File: config.mk
export PLATFORM = sky130hd
export DESIGN_NAME = mem_lsu
export DESIGN_NICKNAME = d
export VERILOG_FILES = /design/src/rtl/mem_lsu_pkg.sv /design/src/rtl/mem_lsu_align.sv /design/src/rtl/mem_lsu.sv
export SDC_FILE = /design/constraint.sdc
export NUM_CORES = 1
export LEC_CHECK = 0
export ABC_AREA = 1
export BUFFER_PORTS_ARGS = -buffer_cell sky130_fd_sc_hd__buf_4
export CAP_MARGIN = 20
export CORE_MARGIN = 4
export CORE_UTILIZATION = 52
export CTS_CLUSTER_SIZE = 25
export DETAILED_ROUTE_END_ITERATION = 6
export GPL_ROUTABILITY_DRIVEN = 1
export PLACE_DENSITY_LB_ADDON = 0.25
export SLEW_MARGIN = 5
export SYNTH_ARGS = -nofsm -noshare
export SYNTH_HDL_FRONTEND = slang
export SYNTH_SLANG_ARGS = --single-unit
File: constraint.sdc
create_clock -name clk_i -period 2.6 [get_ports clk_i]
set_input_delay 0.65 -clock clk_i [delete_from_list [all_inputs] [get_ports clk_i]]
set_output_delay 0.65 -clock clk_i [all_outputs]
set_load 0.02 [all_outputs]
File: src/rtl/mem_lsu_pkg.sv
// Shared definitions for the memory-stage load/store unit: decode field offsets,
// access size encodings, FSM states and the latched bus request payload.
package mem_lsu_pkg;

    localparam int unsigned XLEN             = 32;
    localparam int unsigned LD_ST_INFO_WIDTH = 5;

    // Bit offsets inside ld_st_info_i
    localparam int unsigned LSI_IS_LOAD  = 0;
    localparam int unsigned LSI_IS_STORE = 1;
    localparam int unsigned LSI_SIZE_LO  = 2;
    localparam int unsigned LSI_UNSIGNED = 4;

    localparam logic [1:0] LS_B = 2'd0;
    localparam logic [1:0] LS_H = 2'd1;
    localparam logic [1:0] LS_W = 2'd2;

    typedef enum logic [1:0] {
        ST_IDLE = 2'd0,
        ST_REQ  = 2'd1,
        ST_RSP  = 2'd2,
        ST_DONE = 2'd3
    } lsu_state_e;

    typedef struct packed {
        logic            we;
        logic [XLEN-1:0] addr;
        logic [3:0]      be;
        logic [XLEN-1:0] wdata;
    } bus_req_t;

    typedef struct packed {
        logic       is_load;
        logic [1:0] size;
        logic       uns;
    } ld_fmt_t;

endpackage

File: src/rtl/mem_lsu_align.sv
// Lane logic for the LSU: alignment check and store lane generation on the
// request side, load byte/halfword extraction and extension on the response side.
module lsu_align
    import mem_lsu_pkg::*;
(
    input  logic [1:0]      req_addr_lo,
    input  logic [1:0]      req_size,
    input  logic [XLEN-1:0] st_data,
    output logic            misaligned_c,
    output logic [3:0]      be_c,
    output logic [XLEN-1:0] wdata_c,
    input  logic [1:0]      rsp_addr_lo,
    input  logic [1:0]      rsp_size,
    input  logic            rsp_unsigned,
    input  logic [XLEN-1:0] rdata,
    output logic [XLEN-1:0] ld_ext_c
);

    logic [XLEN-1:0] shifted;

    // Request side: byte enables and lane-replicated store data
    always_comb begin
        misaligned_c = 1'b0;
        be_c         = 4'hF;
        wdata_c      = st_data;
        case (req_size)
            LS_B: begin
                be_c    = 4'b0001 << req_addr_lo;
                wdata_c = {4{st_data[7:0]}};
            end
            LS_H: begin
                misaligned_c = req_addr_lo[0];
                be_c         = 4'b0011 << {req_addr_lo[1], 1'b0};
                wdata_c      = {2{st_data[15:0]}};
            end
            default: begin
                misaligned_c = |req_addr_lo;
            end
        endcase
    end

    // Response side: move the addressed lane to bit 0, then extend
    always_comb begin
        shifted  = rdata >> {rsp_addr_lo, 3'b000};
        ld_ext_c = rdata;
        case (rsp_size)
            LS_B:    ld_ext_c = {{(XLEN-8){shifted[7] & ~rsp_unsigned}}, shifted[7:0]};
            LS_H:    ld_ext_c = {{(XLEN-16){shifted[15] & ~rsp_unsigned}}, shifted[15:0]};
            default: ld_ext_c = rdata;
        endcase
    end

endmodule

File: src/rtl/mem_lsu.sv
// Memory-stage load/store unit: runs one data-bus transaction per load/store,
// stalls the core meanwhile and reports misaligned, bus-error and timeout faults.
module mem_lsu
    import mem_lsu_pkg::*;
#(
    parameter int unsigned TIMEOUT_CYCLES = 255
) (
    input  logic                        clk_i,
    input  logic                        rst_n_i,
    input  logic                        lsu_req_i,
    input  logic [LD_ST_INFO_WIDTH-1:0] ld_st_info_i,
    input  logic [XLEN-1:0]             mem_addr_i,
    input  logic [XLEN-1:0]             st_data_i,
    input  logic                        flush_i,
    output logic                        stall_o,
    output logic [XLEN-1:0]             ld_data_o,
    output logic                        ld_valid_o,
    output logic                        misalign_o,
    output logic                        bus_err_o,
    output logic [XLEN-1:0]             fault_addr_o,
    output logic                        data_req_o,
    output logic                        data_we_o,
    output logic [XLEN-1:0]             data_addr_o,
    output logic [3:0]                  data_be_o,
    output logic [XLEN-1:0]             data_wdata_o,
    input  logic                        data_gnt_i,
    input  logic                        data_rvalid_i,
    input  logic [XLEN-1:0]             data_rdata_i,
    input  logic                        data_err_i
);

    localparam int unsigned CNT_W = (TIMEOUT_CYCLES < 2) ? 1 : $clog2(TIMEOUT_CYCLES + 1);

    lsu_state_e      state_q, state_d;
    bus_req_t        req_q, req_d;
    ld_fmt_t         fmt_q, fmt_d;
    logic            drop_q, drop_d;
    logic [CNT_W-1:0] cnt_q, cnt_d;
    logic            data_req_q, data_req_d;
    logic            ld_valid_q, ld_valid_d;
    logic [XLEN-1:0] ld_data_q, ld_data_d;
    logic            misalign_q, misalign_d;
    logic            bus_err_q, bus_err_d;
    logic [XLEN-1:0] fault_addr_q, fault_addr_d;

    logic            misaligned_c;
    logic [3:0]      be_c;
    logic [XLEN-1:0] wdata_c;
    logic [XLEN-1:0] ld_ext_c;
    logic [1:0]      size_c;
    logic            timeout_c;
    logic            kill_c;

    assign size_c    = ld_st_info_i[LSI_SIZE_LO +: 2];
    assign timeout_c = (TIMEOUT_CYCLES != 0) && (cnt_q == CNT_W'(TIMEOUT_CYCLES - 1));
    assign kill_c    = drop_q | flush_i;

    lsu_align u_align (
        .req_addr_lo  (mem_addr_i[1:0]),
        .req_size     (size_c),
        .st_data      (st_data_i),
        .misaligned_c (misaligned_c),
        .be_c         (be_c),
        .wdata_c      (wdata_c),
        .rsp_addr_lo  (req_q.addr[1:0]),
        .rsp_size     (fmt_q.size),
        .rsp_unsigned (fmt_q.uns),
        .rdata        (data_rdata_i),
        .ld_ext_c     (ld_ext_c)
    );

    // Next-state and registered-output logic
    always_comb begin
        state_d      = state_q;
        req_d        = req_q;
        fmt_d        = fmt_q;
        drop_d       = drop_q;
        data_req_d   = data_req_q;
        ld_valid_d   = 1'b0;
        ld_data_d    = ld_data_q;
        misalign_d   = 1'b0;
        bus_err_d    = 1'b0;
        fault_addr_d = fault_addr_q;

        case (state_q)
            ST_IDLE: begin
                drop_d     = 1'b0;
                data_req_d = 1'b0;
                if (lsu_req_i && !flush_i) begin
                    if (misaligned_c) begin
                        misalign_d   = 1'b1;
                        fault_addr_d = mem_addr_i;
                    end else begin
                        req_d.we      = ld_st_info_i[LSI_IS_STORE];
                        req_d.addr    = mem_addr_i;
                        req_d.be      = be_c;
                        req_d.wdata   = wdata_c;
                        fmt_d.is_load = ld_st_info_i[LSI_IS_LOAD];
                        fmt_d.size    = size_c;
                        fmt_d.uns     = ld_st_info_i[LSI_UNSIGNED];
                        data_req_d    = 1'b1;
                        state_d       = ST_REQ;
                    end
                end
            end
            ST_REQ: begin
                // A grant always wins: once accepted the response must be consumed
                if (data_gnt_i) begin
                    data_req_d = 1'b0;
                    drop_d     = flush_i;
                    state_d    = ST_RSP;
                end else if (flush_i) begin
                    data_req_d = 1'b0;
                    state_d    = ST_IDLE;
                end else if (timeout_c) begin
                    data_req_d   = 1'b0;
                    bus_err_d    = 1'b1;
                    fault_addr_d = req_q.addr;
                    state_d      = ST_IDLE;
                end
            end
            ST_RSP: begin
                if (data_rvalid_i) begin
                    if (kill_c) begin
                        state_d = ST_IDLE;
                    end else if (data_err_i) begin
                        bus_err_d    = 1'b1;
                        fault_addr_d = req_q.addr;
                        state_d      = ST_IDLE;
                    end else begin
                        if (fmt_q.is_load) begin
                            ld_valid_d = 1'b1;
                            ld_data_d  = ld_ext_c;
                        end
                        state_d = ST_DONE;
                    end
                end else begin
                    drop_d = kill_c;
                    if (timeout_c) begin
                        bus_err_d    = ~kill_c;
                        fault_addr_d = kill_c ? fault_addr_q : req_q.addr;
                        state_d      = ST_IDLE;
                    end
                end
            end
            default: begin
                state_d = ST_IDLE;
            end
        endcase

        // Timeout counter restarts on every state entry and idles at zero
        if ((state_d != state_q) || (state_q == ST_IDLE)) begin
            cnt_d = '0;
        end else begin
            cnt_d = cnt_q + CNT_W'(1);
        end
    end

    always_ff @(posedge clk_i or negedge rst_n_i) begin
        if (!rst_n_i) begin
            state_q      <= ST_IDLE;
            req_q        <= '0;
            fmt_q        <= '0;
            drop_q       <= 1'b0;
            cnt_q        <= '0;
            data_req_q   <= 1'b0;
            ld_valid_q   <= 1'b0;
            ld_data_q    <= '0;
            misalign_q   <= 1'b0;
            bus_err_q    <= 1'b0;
            fault_addr_q <= '0;
        end else begin
            state_q      <= state_d;
            req_q        <= req_d;
            fmt_q        <= fmt_d;
            drop_q       <= drop_d;
            cnt_q        <= cnt_d;
            data_req_q   <= data_req_d;
            ld_valid_q   <= ld_valid_d;
            ld_data_q    <= ld_data_d;
            misalign_q   <= misalign_d;
            bus_err_q    <= bus_err_d;
            fault_addr_q <= fault_addr_d;
        end
    end

    // Stall is combinational so the instruction holds in the same cycle it arrives
    assign stall_o      = rst_n_i & lsu_req_i & ~misaligned_c & (state_q != ST_DONE) & ~flush_i;
    assign ld_data_o    = ld_data_q;
    assign ld_valid_o   = ld_valid_q;
    assign misalign_o   = misalign_q;
    assign bus_err_o    = bus_err_q;
    assign fault_addr_o = fault_addr_q;
    assign data_req_o   = data_req_q;
    assign data_we_o    = req_q.we;
    assign data_addr_o  = {req_q.addr[XLEN-1:2], 2'b00};
    assign data_be_o    = req_q.be;
    assign data_wdata_o = req_q.wdata;

endmodule
=== Word-level counts from Yosys, hierarchy flattened ===
Index checks and enable logic that the tools add are counted.
Widths: inputs -> output; s select.

* Bits in registers: 152
* Bits in latches: 0
* Memory bits (writable): 0
* Memory bits (read-only): 0
* Input port bits: 108
* Output and inout port bits: 138
* Word-level logic and storage cells: 114
* Memories kept: 0

* $add $sub $neg: 1
* Multiply operators: 0
* Divide/modulo/power cells: 0
* $lt $le $gt $ge: 0
* Equality and inequality tests: 18
* Shift-type cells: 3
* Muxes and demuxes: 50
* Bitwise gates (word level): 12
* Reduce and logical (&&, ||, !) cells: 14

{| class="wikitable"
|+ Operator list
! kind !! number
|-
| $mux 32 || 10
|-
| $pmux 32 s2 || 2
|-
| $pmux 32 s3 || 1
|-
| $shr 32x5->16 || 1
|-
| $mux 1 || 22
|-
| $ne 2x2->1 const B || 9
|-
| $mux 2 || 8
|-
| $reduce_and 9->1 || 1
|-
| $add 8x1->8 const B || 1
|-
| $eq 8x8->1 const B || 1
|-
| $mux 8 || 1
|-
| $pmux 4 s2 || 1
|-
| $and 1x1->1 || 6
|-
| $eq 2x1->1 const B || 3
|-
| $logic_not 2->1 || 3
|-
| $ne 3x3->1 const B || 2
|-
| $pmux 1 s2 || 3
|-
| $pmux 2 s3 || 1
|-
| $reduce_and 3->1 || 2
|-
| $not 1->1 || 5
|-
| $reduce_and 5->1 || 1
|-
| $ne 4x4->1 const B || 1
|-
| $shl 1x2->4 const A || 1
|-
| $shl 2x2->4 const A || 1
|-
| 11 further kinds || 11
|}

=== Logic depth before layout (Yosys ltp) ===
Gate-level depths: netlist (run 1).

* Depth in word-level cells: 8
* Mapped depth: 14
* Mapped depth without buffers: 14

=== Cells and area by module ===
From an unflattened synthesis (run 1), not the netlist that was laid out.

* Cells, all modules: 1030
* Area total of the unflattened synthesis: 8184.1 µm²

{| class="wikitable"
|+ By module, submodules not included
! module !! times used !! cells each !! area an instance (µm²) !! seq. area each (µm²)
|-
| mem_lsu || 1 || 758 || 6915.4 || 3803.6
|-
| lsu_align || 1 || 272 || 1268.7 || 0.0
|}

=== Worst setup path before layout (run 1) ===
No wires, ideal clock.

* Kind: input-to-output
* From: in ld_st_info_i[3]
* To: out stall_o
* Data arrival time: 1.377 ns
* Data required time: 1.950 ns
* Setup slack: 0.573 ns
* Cell stages on the path: 6
* Path buffers: 1
* Path through: buf_4 -> inv_2 -> nand2_1 -> nand2_1 -> nand3_1 -> nor2_1

* Word-level cells in the longest chain between the ends: 6
* Elaborated cells on any way between the ends: 7
* Those cells by class: eq/ne: 1; mux: 1; bitwise: 4; reduce/logical: 1

{| class="wikitable"
|+ Ends and longest elaborated chain
! item !! RTL line !! text
|-
| from (decl) || mem_lsu.sv:11 || <nowiki>input logic [LD_ST_INFO_WIDTH-1:0] ld_st_info_i,</nowiki>
|-
| $eq 2x1->1 or $logic_not 2->1 (tied branches) || mem_lsu_align.sv:26 || <nowiki>case (req_size)</nowiki>
|-
| $pmux 1 s2 * || mem_lsu_align.sv:26 ||
|-
| $not 1->1 (no line) * || -- ||
|-
| $and 1x1->1 * (3 in series) || mem_lsu.sv:188 || <nowiki>assign stall_o = rst_n_i & lsu_req_i & ~misaligned_c & (state_q != ST_DONE) & ~flush_i;</nowiki>
|-
| to (decl) || mem_lsu.sv:15 || <nowiki>output logic stall_o,</nowiki>
|}

Mark *: on every way between the ends. The rest lies on a longest branch, timed or not.

=== Final worst setup path (run 1) ===
* From: in mem_addr_i[0]
* To: out stall_o

* Word-level cells in the longest chain between the ends: 6

{| class="wikitable"
|+ Ends and longest elaborated chain
! item !! RTL line !! text
|-
| from (decl) || mem_lsu.sv:12 || <nowiki>input logic [XLEN-1:0] mem_addr_i,</nowiki>
|-
| $reduce_or 2->1 || mem_lsu_align.sv:37 || <nowiki>misaligned_c = |req_addr_lo;</nowiki>
|-
| $pmux 1 s2 * || mem_lsu_align.sv:26 ||
|-
| $not 1->1 (no line) * || -- ||
|-
| $and 1x1->1 * (3 in series) || mem_lsu.sv:188 ||
|}

Marked as above.

==> metrics.txt, run 1 <==
Starting DRT DRC Count about 660; routed wl met3 around 1.7 mm; routability congestion estimate just under 0.9; clock tree root buffer cell sky130_fd_sc_hd__clkbuf_16; Max Fanout on Critical Path 5; area of the placeable core 14700 um2; FF-to-FF setup slack roughly 0.38 ns; result of the run finished, final reports clean; Power, Total around 0.013 W; first-pass GRT wire length 32.5 mm; Port Buffer Count about 240; Arr. time, crit path about 1.6 ns; number of routed nets with antenna violations 0; cell area after layout 9990 um2; number of enable flip-flop cells after synthesis 0; final routed wirelength across all metal layers between 20 and 25 mm; Synth async-reset ratio 100%; highest metal used met4; # IOs ~250; register bit total from synthesis 152; total via count in the routed design 6810; Inserted Diodes 0; worst skew pair latency approximately 0.42 ns; number of DRC violations after detailed routing 0; number of buffers inserted during clock tree synthesis 17; CTS tree done; total of hold buffers inserted after clock tree synthesis 0; routed vias/inst a little over 5; Slew @ Worst Pin 0.820 ns; Die Outline Area about 17000 um2; max capacitance violation total 0; Slew Limit Headroom 45.4%; final setup skew 0.00650 ns; final setup TNS 0 ns; post-CTS sizing 0; Syn Area/Cell about 8.1 um2; Req. time, crit path ~2.0 ns; Peak supply drop between 0.0007 and 0.0008 V; kind of start point of the critical path primary input; Fmax achieved between 400 and 500 MHz; area grow syn2layout 27.0%; die extent in y 131 um; post-route minimum period between 2 and 2.5 ns; element type at the critical path end output port; most used flip-flop cell after synthesis sky130_fd_sc_hd__dfrtp_1; initial antenna violation count 0; final slew viol count 0; delay-heaviest family, CP simple AND/OR/NAND/NOR gates; setup repair after global routing missed its margin false; met2 wire length slightly above 10 mm; Die Span X roughly 130 um; leading cell type in the layout, fill and taps excluded sky130_fd_sc_hd__buf_4; clock sink total 152; Max Buffers Root-to-Sink 2; WL per Instance 15.6 um; number of global-route vias before repair 6509; clock-pin transition on the worst setup and hold timing paths around 0.060 ns; worst-path cell with the longest stage delay sky130_fd_sc_hd__nand2_1; Syn Inst Count between 900 and 1000; area post-placement roughly 9300 um2; cells along the critical path buf_4 > inv_1 > nand2_1 > nand2_1 > nand3_1 > nor2_1 > buf_4; first-pass iteration count of the detailed router 6; number of H-tree levels 4; Syn Std Cell Area 7870 um2; distinct cell type count of the synthesized netlist 33; effective utilization at floorplan between 50% and 60%; proportion of layout cells with a drive suffix above 1 approximately 29%; Yosys warning count 0; post-detailed-placement half-perimeter wirelength around 15 mm; Critical Setup Path Class in -> out; final setup violation count 0; buffers inserted by post-CTS timing repair 0; Tcrit/Tclk final between 80% and 90%; cell area power density around 1300 nW/um2; most frequent cells in the layout sky130_fd_sc_hd__buf_4 (254), sky130_fd_sc_hd__nand2_1 (213), sky130_fd_sc_hd__dfrtp_1 (152); Leakage Power around 5.2 nW; global-route total usage across every layer 24.2%; residual overflow from global routing 0; crit-path max cell delay around 0.17 ns; met1 routed wirelength after detailed routing about 8.5 mm; final count of hold timing violations 0; WP buf/inv 3; part of the Yosys area used for sequential elements around half; total number of nets in the final design roughly 1200; pin count of the biggest net entering global routing roughly 150; std cell rows 44; Tightest Hold Check Type in -> async
-- path summary, 6_finish.rpt --
path / from / endpoint / cells after the start
worst max-delay path: mem_addr_i[0] / stall_o / 7
worst min-delay path: rst_n_i / cnt_q[4] / 2
worst max register to register: state_q[1] / cnt_q[6] / 13
worst min register to register: ld_data_o[11] / ld_data_o[11] / 2
max in group asynchronous: rst_n_i / data_addr_o[10] / 2
min in group clk_i: ld_st_info_i[1] / data_we_o / 3
-- metal layers --
metal	global-route usage [%]	up-vias
li1	-	3393
met1	30.3	3140
met2	40.4	245
met3	7.72	32
met4	6.78	0
met5	0	-
-- synth_stat cells, types with 3 or more instances --
cell type | count | area [um2]
sky130_fd_sc_hd__a21oi_1 | 87 | 435
sky130_fd_sc_hd__a21oi_2 | 28 | 245
sky130_fd_sc_hd__a22oi_1 | 8 | 60.1
sky130_fd_sc_hd__a31oi_1 | 3 | 18.8
sky130_fd_sc_hd__buf_2 | 5 | 25.0
sky130_fd_sc_hd__buf_4 | 71 | 533
sky130_fd_sc_hd__buf_6 | 7 | 78.8
sky130_fd_sc_hd__clkbuf_1 | 34 | 128
sky130_fd_sc_hd__dfrtp_1 | 152 | 3800
sky130_fd_sc_hd__ha_1 | 7 | 87.6
sky130_fd_sc_hd__inv_1 | 88 | 330
sky130_fd_sc_hd__nand2_1 | 214 | 803
sky130_fd_sc_hd__nand3_1 | 27 | 135
sky130_fd_sc_hd__nor2_1 | 90 | 338
sky130_fd_sc_hd__o211ai_1 | 7 | 52.6
sky130_fd_sc_hd__o21ai_0 | 100 | 500
sky130_fd_sc_hd__o22ai_1 | 17 | 106
sky130_fd_sc_hd__xor2_1 | 4 | 35.0
-- registers in the layout, indices dropped and copies added, names as in the netlist --
name	cells
data_addr_o	30
ld_data_o	32
misalign_o	1
fault_addr_o	32
fmt_q	4
data_we_o	1
data_wdata_o	32
req_q	2
cnt_q	8
data_be_o	4
data_req_o	1
state_q	2
drop_q	1
bus_err_o	1
ld_valid_o	1
-- per-stage QoR --
stage / hold slack (ns) / worst slack, ns / utilization, % / cells
detailed placement: 0.467 / 0.324 / 63.4 / 1296
floorplan: 0.354 / 0.573 / - / 973
CTS: 0.412 / 0.354 / 68.0 / 1328
finish: 0.362 / 0.359 / 68.0 / 1328
global route: 0.410 / 0.127 / 68.0 / 1328
global placement: 0.466 / 0.410 / 63.4 / 1296
-- power by group --
part           switching, W  leakage [nW]  internal [W]
Combinational       0.00385          3.03       0.00251
Sequential         0.000726          1.89       0.00340
Clock              0.000969         0.323       0.00181
-- cells by family after synthesis --
logic type	Yosys count	share of synthesized area [%]
buf+inv	211	14.2
compound gates	256	18.7
fa+ha+maj	7	1.11
simple gates	339	16.9
other cells	1	0.0477
xor+xnor	6	0.668
flops	152	48.4
-- layout make-up --
cell class	count	area [um2]
Clock buffer	22	484
Clock inverter	10	188
Fill cell	1243	4710
Inverter	92	345
Multi-Input combinational cell	610	2960
Sequential cell	152	3800
Tap cell	184	230
Timing Repair Buffer	258	1980
(Power assumes the default switching activity.)
==> run 2: changes to the inputs <==
- CORE_UTILIZATION: 52 -> 55
- RECOVER_POWER: unset -> 25
- SKIP_CTS_REPAIR_TIMING: unset -> 1
- clock period: 2.6 -> 2.8 ns (I/O delays scaled with it)
==> run 2 against run 1 <==
Compared with the run above: the run now ends with max-capacitance violations, max-slew violations left; die area shrank 5.1%; global-route usage rose by 1.3 points; via count rose by 2.2%; worst hold slack gained 0.11 ns; critical path depth unchanged; non-clock buffer count down 4; final area shrank 0.65%; clock power is 9.7% lower; flip-flop and latch count did not move; final cell count fell by 0.60%.
==> metrics.txt, run 2 (synthesis gave the netlist of run 1 again) <==
most frequent cells in the layout sky130_fd_sc_hd__buf_4 (250), sky130_fd_sc_hd__nand2_1 (213), sky130_fd_sc_hd__dfrtp_1 (152); residual overflow from global routing 0 (unchanged); final slew viol count 153 (+153); # IOs 246 (unchanged); clock tree root buffer cell sky130_fd_sc_hd__clkbuf_16; Fill cells 1118 (-10%); FF-to-FF setup slack 0.49 ns (+0.11 ns); Req. time, crit path 2.10 ns (+0.15 ns); WL per Instance 15.7 um (+0.83%); clock sink total 152 (unchanged); element type at the critical path end output port; post-detailed-placement half-perimeter wirelength 14.7 mm (-0.72%); met2 wire length 10.0 mm (-1.7%); Max Fanout on Critical Path 18 (+13); area taken by multi-input logic gates 2960 um2 (unchanged); pin count of the biggest net entering global routing 153 (unchanged); setup repair after global routing missed its margin false; clock-pin transition on the worst setup and hold timing paths 0.06 ns (about the same); Starting DRT DRC Count 531 (-20%); result of the run complete, but fails checks; post-route non-filler standard cell count 1320 (-0.60%); end of the critical path stall_o; cell count of the worst reg-to-reg path 10 (-3); final count of hold timing violations 0 (unchanged); area of the placeable core 13900 um2 (-5.2%); CTS tree done; first-pass GRT wire length 33.0 mm (+1.4%); effective utilization at floorplan 56.4% (+2.9 points); Post-Place Setup Slack 0.335 ns (+0.0104 ns); final routed wirelength across all metal layers 20.8 mm (+0.23%); Reg-to-Reg Start state_q[1]; Critical path origin ld_st_info_i[3]; max capacitance violation total 1 (+1); global-route total usage across every layer 25.4% (+1.3 points); post-route minimum period roughly 2.3 ns; kind of start point of the critical path primary input; cells along the critical path buf_4 > inv_2 > nand2_1 > nand2_1 > nand3_1 > nor2_1 > buf_4; total via count in the routed design 6961 (+2.2%); routed wl met3 1.89 mm (+10%); initial antenna violation count 0 (unchanged); Power, Total 0.0123 W (-7.4%); number of DRC violations after detailed routing 0 (unchanged); FF+latch area 3800 um2 (unchanged); smallest setup slack after layout 0.472 ns (+0.113 ns); Slew @ Worst Pin 2.06 ns (+1.24 ns); Die Span X 128 um (-2.6%); Tightest Hold Check Type in -> reg; Port Buffer Count 243 (unchanged); std cell rows 43 (-2.3%); Placed Instances 1288 (-0.62%); worst skew pair latency 0.43 ns (about the same); die extent in y 128 um (-2.6%); routability congestion estimate 0.918 (+5.1%); Die Outline Area 16300 um2 (-5.1%); Peak supply drop 0.000694 V (-2.4%); Inserted Diodes 0 (unchanged); cell area power density 1240 nW/um2 (-6.8%); number of routed nets with antenna violations 0 (unchanged); Critical Setup Path Class in -> out; leading cell type in the layout, fill and taps excluded sky130_fd_sc_hd__buf_4; final setup violation count 0 (unchanged); total number of nets in the final design 1242 (-0.32%); Leakage Power 5.21 nW (-0.58%); proportion of layout cells with a drive suffix above 1 28.5% (-0.25 points); first-pass iteration count of the detailed router 7 (+1); Tcrit/Tclk final 83.2%; routed vias/inst 5.27 (+2.8%); number of buffers inserted during clock tree synthesis 17 (unchanged); number of H-tree levels 4 (unchanged); FF-to-FF End data_wdata_o[18]; final setup skew 0.0105 ns (+0.00397 ns); highest metal used met4; Max Buffers Root-to-Sink 2 (unchanged); area grow syn2layout 26.2%; number of global-route vias before repair 6715 (+3.2%); Fmax achieved 430 MHz; crit-path max cell delay 0.19 ns (+0.02 ns); met1 routed wirelength after detailed routing 8.18 mm (-3.3%); Slew Limit Headroom -37.0% (-82 points); final setup TNS 0 ns (unchanged); violated checks max-capacitance violations, max-slew violations; Arr. time, crit path 1.63 ns (+0.04 ns); worst-path cell with the longest stage delay sky130_fd_sc_hd__nand2_1
[run 2: changes by cell type in the layout (fill, tap and decap cells not counted), sizes merged]
cell / previous run / this run
clkinv: 3 / 7
clkbuf: 22 / 21
buf: 258 / 253
inv: 92 / 90
[run 2: worst min-delay path by stage]
| stage | cells after the start | to | slack (ns) | start |
|---|---|---|---|---|
| 2_1_floorplan | 0 | bus_err_o | 0.40 | rst_n_i |
| 3_3_place_gp | 2 | data_wdata_o[17] | 0.47 | data_wdata_o[17] |
| 3_5_place_dp | 2 | data_wdata_o[1] | 0.47 | data_wdata_o[1] |
| 4_1_cts | 2 | drop_q | 0.45 | rst_n_i |
| 5_1_grt | 3 | data_wdata_o[16] | 0.49 | st_data_i[16] |
| 6_report | 3 | data_we_o | 0.48 | ld_st_info_i[1] |
[run 2: report_power, final]
part           internal, W  switching, W  total [W]
clock network      0.00163      0.000887    0.00251
logic              0.00232       0.00361    0.00593
registers          0.00316      0.000682    0.00384
[run 2: cell type report]
| cell class | instances | share of cell area [%] |
|---|---|---|
| multi-input combinational | 610 | 29.8 |
| timing repair buffer | 254 | 19.5 |
| tap | 180 | 2.27 |
| clock inverter | 12 | 1.99 |
| sequential | 152 | 38.3 |
| inverter | 92 | 3.48 |
| clock buffer | 20 | 4.60 |
[run 2: critical path: cells and delay by family]
family,cells,cell delay (ns)
and+or+nand+nor,4,0.52
buffers and inverters,3,0.40
[run 2: routing by layer]
metal  vias up  track usage, %
met5         -               0
met4         0            10.0
met3        51            8.11
met2       310            41.8
met1      3203            31.3
li1       3397               -
[run 2: metrics by stage]
step / hold slack (ns) / cell area [um2] / util [%]
floorplan: 0.404 / 7870 / -
global placement: 0.466 / 9280 / 66.6
detailed placement: 0.467 / 9280 / 66.6
CTS: 0.447 / 9940 / 71.3
global route: 0.486 / 9920 / 71.2
finish: 0.476 / 9920 / 71.2
